--- src/rtl/input_conditioner.sv ---
// Synchronises and debounces left/right/shoot buttons; levels flip DEBOUNCE_CYCLES+2 edges after raw input.
// Emits a one-cycle shoot pulse on press and left/right step pulses with press-and-hold auto-repeat.
module input_conditioner #(
  parameter int DEBOUNCE_CYCLES = 250000,
  parameter int REPEAT_DELAY    = 6250000,
  parameter int REPEAT_PERIOD   = 2500000
) (
  input  logic i_clk_25MHz,
  input  logic i_reset,
  input  logic i_left,
  input  logic i_right,
  input  logic i_shoot,
  output logic o_left,
  output logic o_right,
  output logic o_shoot_held,
  output logic o_left_step,
  output logic o_right_step,
  output logic o_shoot_pulse
);

  localparam int DW = $clog2(DEBOUNCE_CYCLES + 1);
  localparam int RMAX = (REPEAT_DELAY > REPEAT_PERIOD) ? REPEAT_DELAY : REPEAT_PERIOD;
  localparam int RW = $clog2(RMAX + 1);
  localparam logic [DW-1:0] DB_LAST     = DW'(DEBOUNCE_CYCLES - 1);
  localparam logic [RW-1:0] DELAY_LAST  = RW'(REPEAT_DELAY - 1);
  localparam logic [RW-1:0] PERIOD_LAST = RW'(REPEAT_PERIOD - 1);

  typedef enum logic [1:0] {IDLE, FIRST, REPEAT} state_t;

  // Bit order everywhere: [0] left, [1] right, [2] shoot.
  logic [2:0]    raw;
  logic [2:0]    s1_q, s1_d, s2_q, s2_d, level_q, level_d;
  logic [DW-1:0] cnt_q [3];
  logic [DW-1:0] cnt_d [3];
  logic          shoot_prev_q, shoot_prev_d, shoot_pulse_q, shoot_pulse_d;

  state_t        state_q, state_d;
  logic          dir_right_q, dir_right_d;
  logic [RW-1:0] rcnt_q, rcnt_d;
  logic          left_step_q, left_step_d, right_step_q, right_step_d;
  logic          one_held, active_held;

  assign raw = {i_shoot, i_right, i_left};

  always_comb begin
    s1_d    = raw;
    s2_d    = s1_q;
    level_d = level_q;
    for (int b = 0; b < 3; b++) begin
      cnt_d[b] = '0;
      if (s2_q[b] != level_q[b]) begin
        if (cnt_q[b] == DB_LAST) level_d[b] = s2_q[b];
        else                     cnt_d[b] = cnt_q[b] + 1'b1;
      end
    end
    shoot_prev_d  = level_q[2];
    shoot_pulse_d = level_q[2] & ~shoot_prev_q;
  end

  always_ff @(posedge i_clk_25MHz) begin
    if (i_reset) begin
      s1_q          <= '0;
      s2_q          <= '0;
      level_q       <= '0;
      cnt_q         <= '{default: '0};
      shoot_prev_q  <= 1'b0;
      shoot_pulse_q <= 1'b0;
    end else begin
      s1_q          <= s1_d;
      s2_q          <= s2_d;
      level_q       <= level_d;
      cnt_q         <= cnt_d;
      shoot_prev_q  <= shoot_prev_d;
      shoot_pulse_q <= shoot_pulse_d;
    end
  end

  // Both directions held counts as no direction, so the FSM idles until one is released.
  assign one_held    = level_q[0] ^ level_q[1];
  assign active_held = dir_right_q ? level_q[1] : level_q[0];

  always_comb begin
    state_d      = state_q;
    dir_right_d  = dir_right_q;
    rcnt_d       = rcnt_q;
    left_step_d  = 1'b0;
    right_step_d = 1'b0;
    case (state_q)
      IDLE: begin
        if (one_held) begin
          dir_right_d  = level_q[1];
          left_step_d  = level_q[0];
          right_step_d = level_q[1];
          rcnt_d       = '0;
          state_d      = FIRST;
        end
      end
      FIRST, REPEAT: begin
        if (!active_held || !one_held) begin
          rcnt_d  = '0;
          state_d = IDLE;
        end else if (rcnt_q == ((state_q == FIRST) ? DELAY_LAST : PERIOD_LAST)) begin
          left_step_d  = ~dir_right_q;
          right_step_d = dir_right_q;
          rcnt_d       = '0;
          state_d      = REPEAT;
        end else begin
          rcnt_d = rcnt_q + 1'b1;
        end
      end
      default: state_d = IDLE;
    endcase
  end

  always_ff @(posedge i_clk_25MHz) begin
    if (i_reset) begin
      state_q      <= IDLE;
      dir_right_q  <= 1'b0;
      rcnt_q       <= '0;
      left_step_q  <= 1'b0;
      right_step_q <= 1'b0;
    end else begin
      state_q      <= state_d;
      dir_right_q  <= dir_right_d;
      rcnt_q       <= rcnt_d;
      left_step_q  <= left_step_d;
      right_step_q <= right_step_d;
    end
  end

  assign o_left        = level_q[0];
  assign o_right       = level_q[1];
  assign o_shoot_held  = level_q[2];
  assign o_left_step   = left_step_q;
  assign o_right_step  = right_step_q;
  assign o_shoot_pulse = shoot_pulse_q;

endmodule

--- config.mk ---
export PLATFORM = sky130hd
export DESIGN_NAME = input_conditioner
export DESIGN_NICKNAME = d
export VERILOG_FILES = /design/src/rtl/input_conditioner.sv
export SDC_FILE = /design/constraint.sdc
export NUM_CORES = 1
export LEC_CHECK = 0
export BUFFER_PORTS_ARGS = -buffer_cell sky130_fd_sc_hd__buf_2
export CORE_UTILIZATION = 56
export DETAILED_ROUTE_END_ITERATION = 10
export GPL_ROUTABILITY_DRIVEN = 0
export GPL_TIMING_DRIVEN = 1
export HOLD_SLACK_MARGIN = 0.15
export MAX_ROUTING_LAYER = met4
export PLACE_DENSITY = 0.76
export SLEW_MARGIN = 10
export SYNTH_ARGS = -nofsm -noshare
export SYNTH_HDL_FRONTEND = slang
export SYNTH_SLANG_ARGS = --single-unit
--- constraint.sdc ---
create_clock -name i_clk_25MHz -period 2.1 [get_ports i_clk_25MHz]
set_input_delay 0.42 -clock i_clk_25MHz [delete_from_list [all_inputs] [get_ports i_clk_25MHz]]
set_output_delay 0.42 -clock i_clk_25MHz [all_outputs]
set_load 0.01 [all_outputs]
# --- After elaboration in Yosys (flattened, before gate mapping) ---
# Cells that the tools add are included.
classes:
  addsub: 4
  n_mul: 0
  div_mod_pow: 0
  magnitude_cmp: 0
  eq_ne: 11
  shifts: 0
  n_mux: 18
  bitwise: 7
  reduce_logical: 15
ops:
  columns: ["cell", "count"]
  rows:
  - ["23-bit two-way mux", 4]
  - ["18-bit by 1-bit adder with 18-bit output (second input constant)", 3]
  - ["18-bit equality test (second input constant)", 3]
  - ["23-bit one-hot mux with 2 select lines", 1]
  - ["23-bit by 1-bit adder with 23-bit output (second input constant)", 1]
  - ["23-bit equality test", 1]
  - ["2-bit AND reduction", 6]
  - ["3-bit OR reduction", 3]
  - ["1-bit two-way mux", 7]
  - ["2-bit two-way mux", 3]
  - ["1-bit inverter", 5]
  - ["1-bit one-hot mux with 2 select lines", 2]
  - ["2-bit one-hot mux with 2 select lines", 1]
  - ["1-bit != test", 3]
  - ["3-bit != test (second input constant)", 1]
  - ["2-bit by 1-bit equality test with 1-bit output (second input constant)", 1]
  - ["2-bit equality test (second input constant)", 1]
  - ["1-bit logical NOT", 2]
  - ["2-bit logical NOT", 1]
  - ["2-bit != test (second input constant)", 1]
  - ["2-bit nonzero test", 1]
  - ["2-bit OR reduction", 1]
  - ["1-bit AND", 1]
  - ["1-bit logical OR", 1]
  - ["1-bit XOR", 1]
word_totals:
  register_bits: 93
  latch_bits: 0
  ramBits: 0
  mem_bits_ro: 0
  output_inout_bits: 6
  wordCells: 70
  n_memories: 0

# --- Depth between registers and ports, before layout ---
depth:
  ltp_word: 6
  mapped_depth: 8

# --- Worst setup path before layout ---
# Ideal clock, no wire load.
synth_timing:
  path_type: "reg2reg"
  start: "register state_q[1]"
  end: "register left_step_q, in the netlist o_left_step"
  setup_ns: 0.069
  arrival_time_ns: 2.242
  t_required_ns: 2.031
  slack_ns: -0.211
  stages_incl_launch_ff: 8
  path_buffers: 0
  synth_period_minus_slack_ns: 2.311
  path_cell_list: "dfxtp_1 -> inv_1 -> ha_1 -> or4b_4 -> a221oi_2 -> o2111ai_2 -> or4b_4 -> o21ai_1"
synth_between:
  elab_chain_len: 6
  elab_cells_between_ends: 9
synth_rtl:
  columns: ["item", "line_no", "text"]
  rows:
  - ["start: declaration", "37", "state_t state_q, state_d;"]
  - ["start signal: assignment", "123", "state_q <= state_d;"]
  - ["2-bit by 1-bit equality test with 1-bit output", "88, 102", null]
  - ["23-bit two-way mux", "102", "end else if (rcnt_q == ((state_q == FIRST) ? DELAY_LAST : PERIOD_LAST)) begin"]
  - ["23-bit equality test", "102", null]
  - ["1-bit two-way mux", "102", null]
  - ["1-bit two-way mux", "99", "if (!active_held || !one_held) begin"]
  - ["1-bit one-hot mux with 2 select lines *", "88", "case (state_q)"]
  - ["end signal: assignment", "126", "left_step_q <= left_step_d;"]
  - ["end: declaration", "40", "logic left_step_q, left_step_d, right_step_q, right_step_d;"]
# Mark *: on every way between the ends. The rest lies on a longest branch, timed or not.
# A chain may end at the register's enable or synchronous reset.

# --- Final worst setup path ---
layout_timing:
  start: "register state_q[1]"
  end: "register state_q[1]"
layout_between:
  elab_chain_len: 5
  elab_cells_between_ends: 10
layout_rtl:
  columns: ["item", "line_no"]
  rows:
  - ["2-bit by 1-bit equality test with 1-bit output", "88, 102"]
  - ["23-bit two-way mux", "102"]
  - ["23-bit equality test", "102"]
  - ["3-bit != test (no line)", null]
  - ["2-bit AND reduction (no line)", null]
# Several ways; a longest one is shown, not always the timed one.

==> results.json <==
{
  "status": "complete, but fails checks",
  "violations": "setup timing",
  "grt_use_total_pct": 21.96,
  "place_inst": 608,
  "met2_length_um": 3650,
  "fin_cells": 625,
  "ant_nets": 0,
  "end_kind": "flop",
  "rr_startpoint": "state_q[1]",
  "setup_slack_ns": -0.1557,
  "dieArea_mm2": 0.007766,
  "num_rows": 31,
  "post-route-drc-count": 0,
  "coreArea_mm2": 0.007214,
  "cp.arrival_ns": 2.52,
  "synth_cell_types": 45,
  "critPathKind": "flop to flop",
  "met1_length_um": 3666,
  "setup_tns_ns": -1.953,
  "ys_top_cells_by_count": "nor2_1, dfxtp_1, xnor2_1",
  "pin_count": 11,
  "stdcell_area_mm2": 0.004787,
  "cellLeakagePower_nw": 1.605,
  "worst-path-max-fanout": 3,
  "ir_drop_v": 0.0005271,
  "cts_buffers": 9,
  "synth_top_area_cell": "dfxtp_1",
  "cap_violations": 0,
  "finalClockSkew_ns": 0.009203,
  "ff2ff_path_depth": 8,
  "cts_hold_buffers": 0,
  "hpwl_um": 5363,
  "finalCritPeriodShare_pct": 107.4,
  "syn_nets": 494,
  "grt_pass1_vias": 2923,
  "drt_iter0_drc": 137,
  "worst_pin_slew_ns": 0.5252,
  "avgSynthCellArea_um2": 8.654,
  "wl_met3_um": 211,
  "start_util_pct": 57.58,
  "rsz0062_at_grt": "true",
  "overflow": 0,
  "clkSlewWorstSetupHoldPaths_ns": 0.08,
  "grt_pass1_wl_um": 12860,
  "routed_via_density": 5.176,
  "crit_required_ns": 2.37,
  "r2r-end": "state_q[1]",
  "slew_viol_final": 0,
  "hold_viol_final": 0,
  "min_from": "i_right",
  "postPlaceCellArea_mm2": 0.004523,
  "startpoint_type": "flop",
  "yosysSeqAreaShare_pct": 44.82,
  "layout.nets": 535,
  "diodes": 0,
  "synth_area_leaders": "dfxtp_1, nor2_1, xnor2_1",
  "period_minus_slack_ns": 2.256,
  "port_buffers": 10,
  "h-tree-depth": 3,
  "r2r_setup_slack_ns": -0.16,
  "synth_top_area_share_pct": 44.82,
  "synth_edf_count": 0,
  "drt-wirelength-per-cell_um": 12.22,
  "slew_headroom_pct": 64.71,
  "die_h_um": 88.13,
  "setup_viol": 24,
  "die_w_um": 88.13,
  "vias": 3235,
  "fmax_ghz": 0.4433,
  "highest_layer": "met4",
  "whs_path_depth": 2,
  "synthFlopType": "dfxtp_1",
  "power_density_mw_per_mm2": 676.3,
  "clock-root-buffer": "clkbuf_8",
  "synth_seq_cells": 93,
  "cts_tree": "done",
  "cts.sinks": 93,
  "syn_inst": 480,
  "cts_max_path_buffers": 2,
  "clock_latency_ns": 0.36,
  "drtPass1Iterations": 4,
  "grt_max_degree": 25,
  "async_flop_share_pct": 0,
  "synth_most_common_cell": "nor2_1",
  "min_to": "s1_q[1]",
  "hold_path_class": "input pin to flop",
  "synth_area_mm2": 0.004154,
  "drt_wl_total_um": 7636,
  "yosys_warnings": 0,
  "area_growth_pct": 15.24,
  "antenna_found_initial": 0,
  "drive_gt1_share_pct": 14.07
}
stage by stage:
stage / worst slack (ns) / power (W) / util, % / hold slack [ns]
2_1_floorplan: -0.1336 / 0.001842 / - / 0.3674
3_3_place_gp: -0.04059 / 0.001853 / 62.70 / 0.3729
3_5_place_dp: -0.1168 / 0.001854 / 62.70 / 0.3921
4_1_cts: -0.1338 / 0.003267 / 66.22 / 0.2653
5_1_grt: -0.2309 / 0.003353 / 66.35 / 0.2826
6_report: -0.1557 / 0.003238 / 66.35 / 0.2776
cell usage in the layout (no fill, tap or decap), types with 3 or more instances in the layout:
master	instances
nor2_1	103
dfxtp_1	92
xnor2_1	38
nand2_1	37
nand3_1	33
xor2_1	33
buf_4	31
inv_1	14
nor3_1	13
nand4_1	13
nor4_1	12
nor2b_1	11
buf_2	10
clkbuf_8	9
ha_1	8
nand2b_1	6
and3_1	5
mux2i_1	5
and4_1	4
nand4b_1	3
or2_2	3
bufinv_16	3
how the worst max path moves through the flow:
stage | from | end | slack, ns | cells after the start
2_1_floorplan | state_q[1] | o_left_step | -0.13 | 7
3_3_place_gp | state_q[1] | state_q[1] | -0.04 | 8
3_5_place_dp | state_q[1] | state_q[1] | -0.12 | 8
4_1_cts | state_q[1] | state_q[1] | -0.13 | 8
5_1_grt | state_q[1] | state_q[1] | -0.23 | 8
6_report | state_q[1] | state_q[1] | -0.16 | 8
power breakdown:
group          switching (W)  total [W]  internal, W
logic              0.0000259  0.0000395    0.0000136
clock network       0.000627    0.00143     0.000798
registers         0.00000380    0.00177      0.00177
total               0.000657    0.00324      0.00258
area by class of cell:
type / instances / area [µm²]
Fill cell: 594 / 2427
Multi-Input combinational cell: 361 / 2215
Sequential cell: 93 / 1863
Timing Repair Buffer: 41 / 282.8
Clock buffer: 9 / 123.9
Tap cell: 99 / 123.9
Clock inverter: 7 / 122.6
Inverter: 15 / 56.30
flip-flops by register name, indices dropped and copies added, names as in the netlist, 2 cells and up:
signal / cells
s2_q: 3
s1_q: 3
cnt_q: 54
level_q: 3
rcnt_q: 23
state_q: 2
critical path, cell delays in order, from the launching register on:
cell and delay (ns):
dfxtp_2 0.35, inv_2 0.05, ha_4 0.15, or4b_4 0.47, a221oi_2 0.28, o2111ai_2 0.17, buf_4 0.18, or4_1 0.41
o211ai_1 0.11
per-layer routing:
layer	track usage, %	vias up
met5	-	-
met4	6.305	0
met3	6.032	9
met2	35.38	45
met1	26.94	1494
li1	-	1687
logic make-up after synthesis:
| group | count (synthesis) | share of synthesized area [%] |
|---|---|---|
| AO/OA/AOI/OAI | 16 | 2.951 |
| XOR/XNOR | 71 | 14.97 |
| adder cells (fa/ha/maj) | 9 | 2.711 |
| buffers and inverters | 26 | 2.500 |
| flip-flops | 93 | 44.82 |
| multiplexers | 5 | 1.205 |
| AND/OR/NAND/NOR | 260 | 30.84 |
timing repair:
action,in CTS,in global routing
buffers inserted,1,0
endpoints found under the hold margin,0,0
endpoints found under the setup margin,25,26
gates resized for setup,0,2
gates cloned,0,0
pin swaps,4,3
Power figures use the tool's default switching activity.
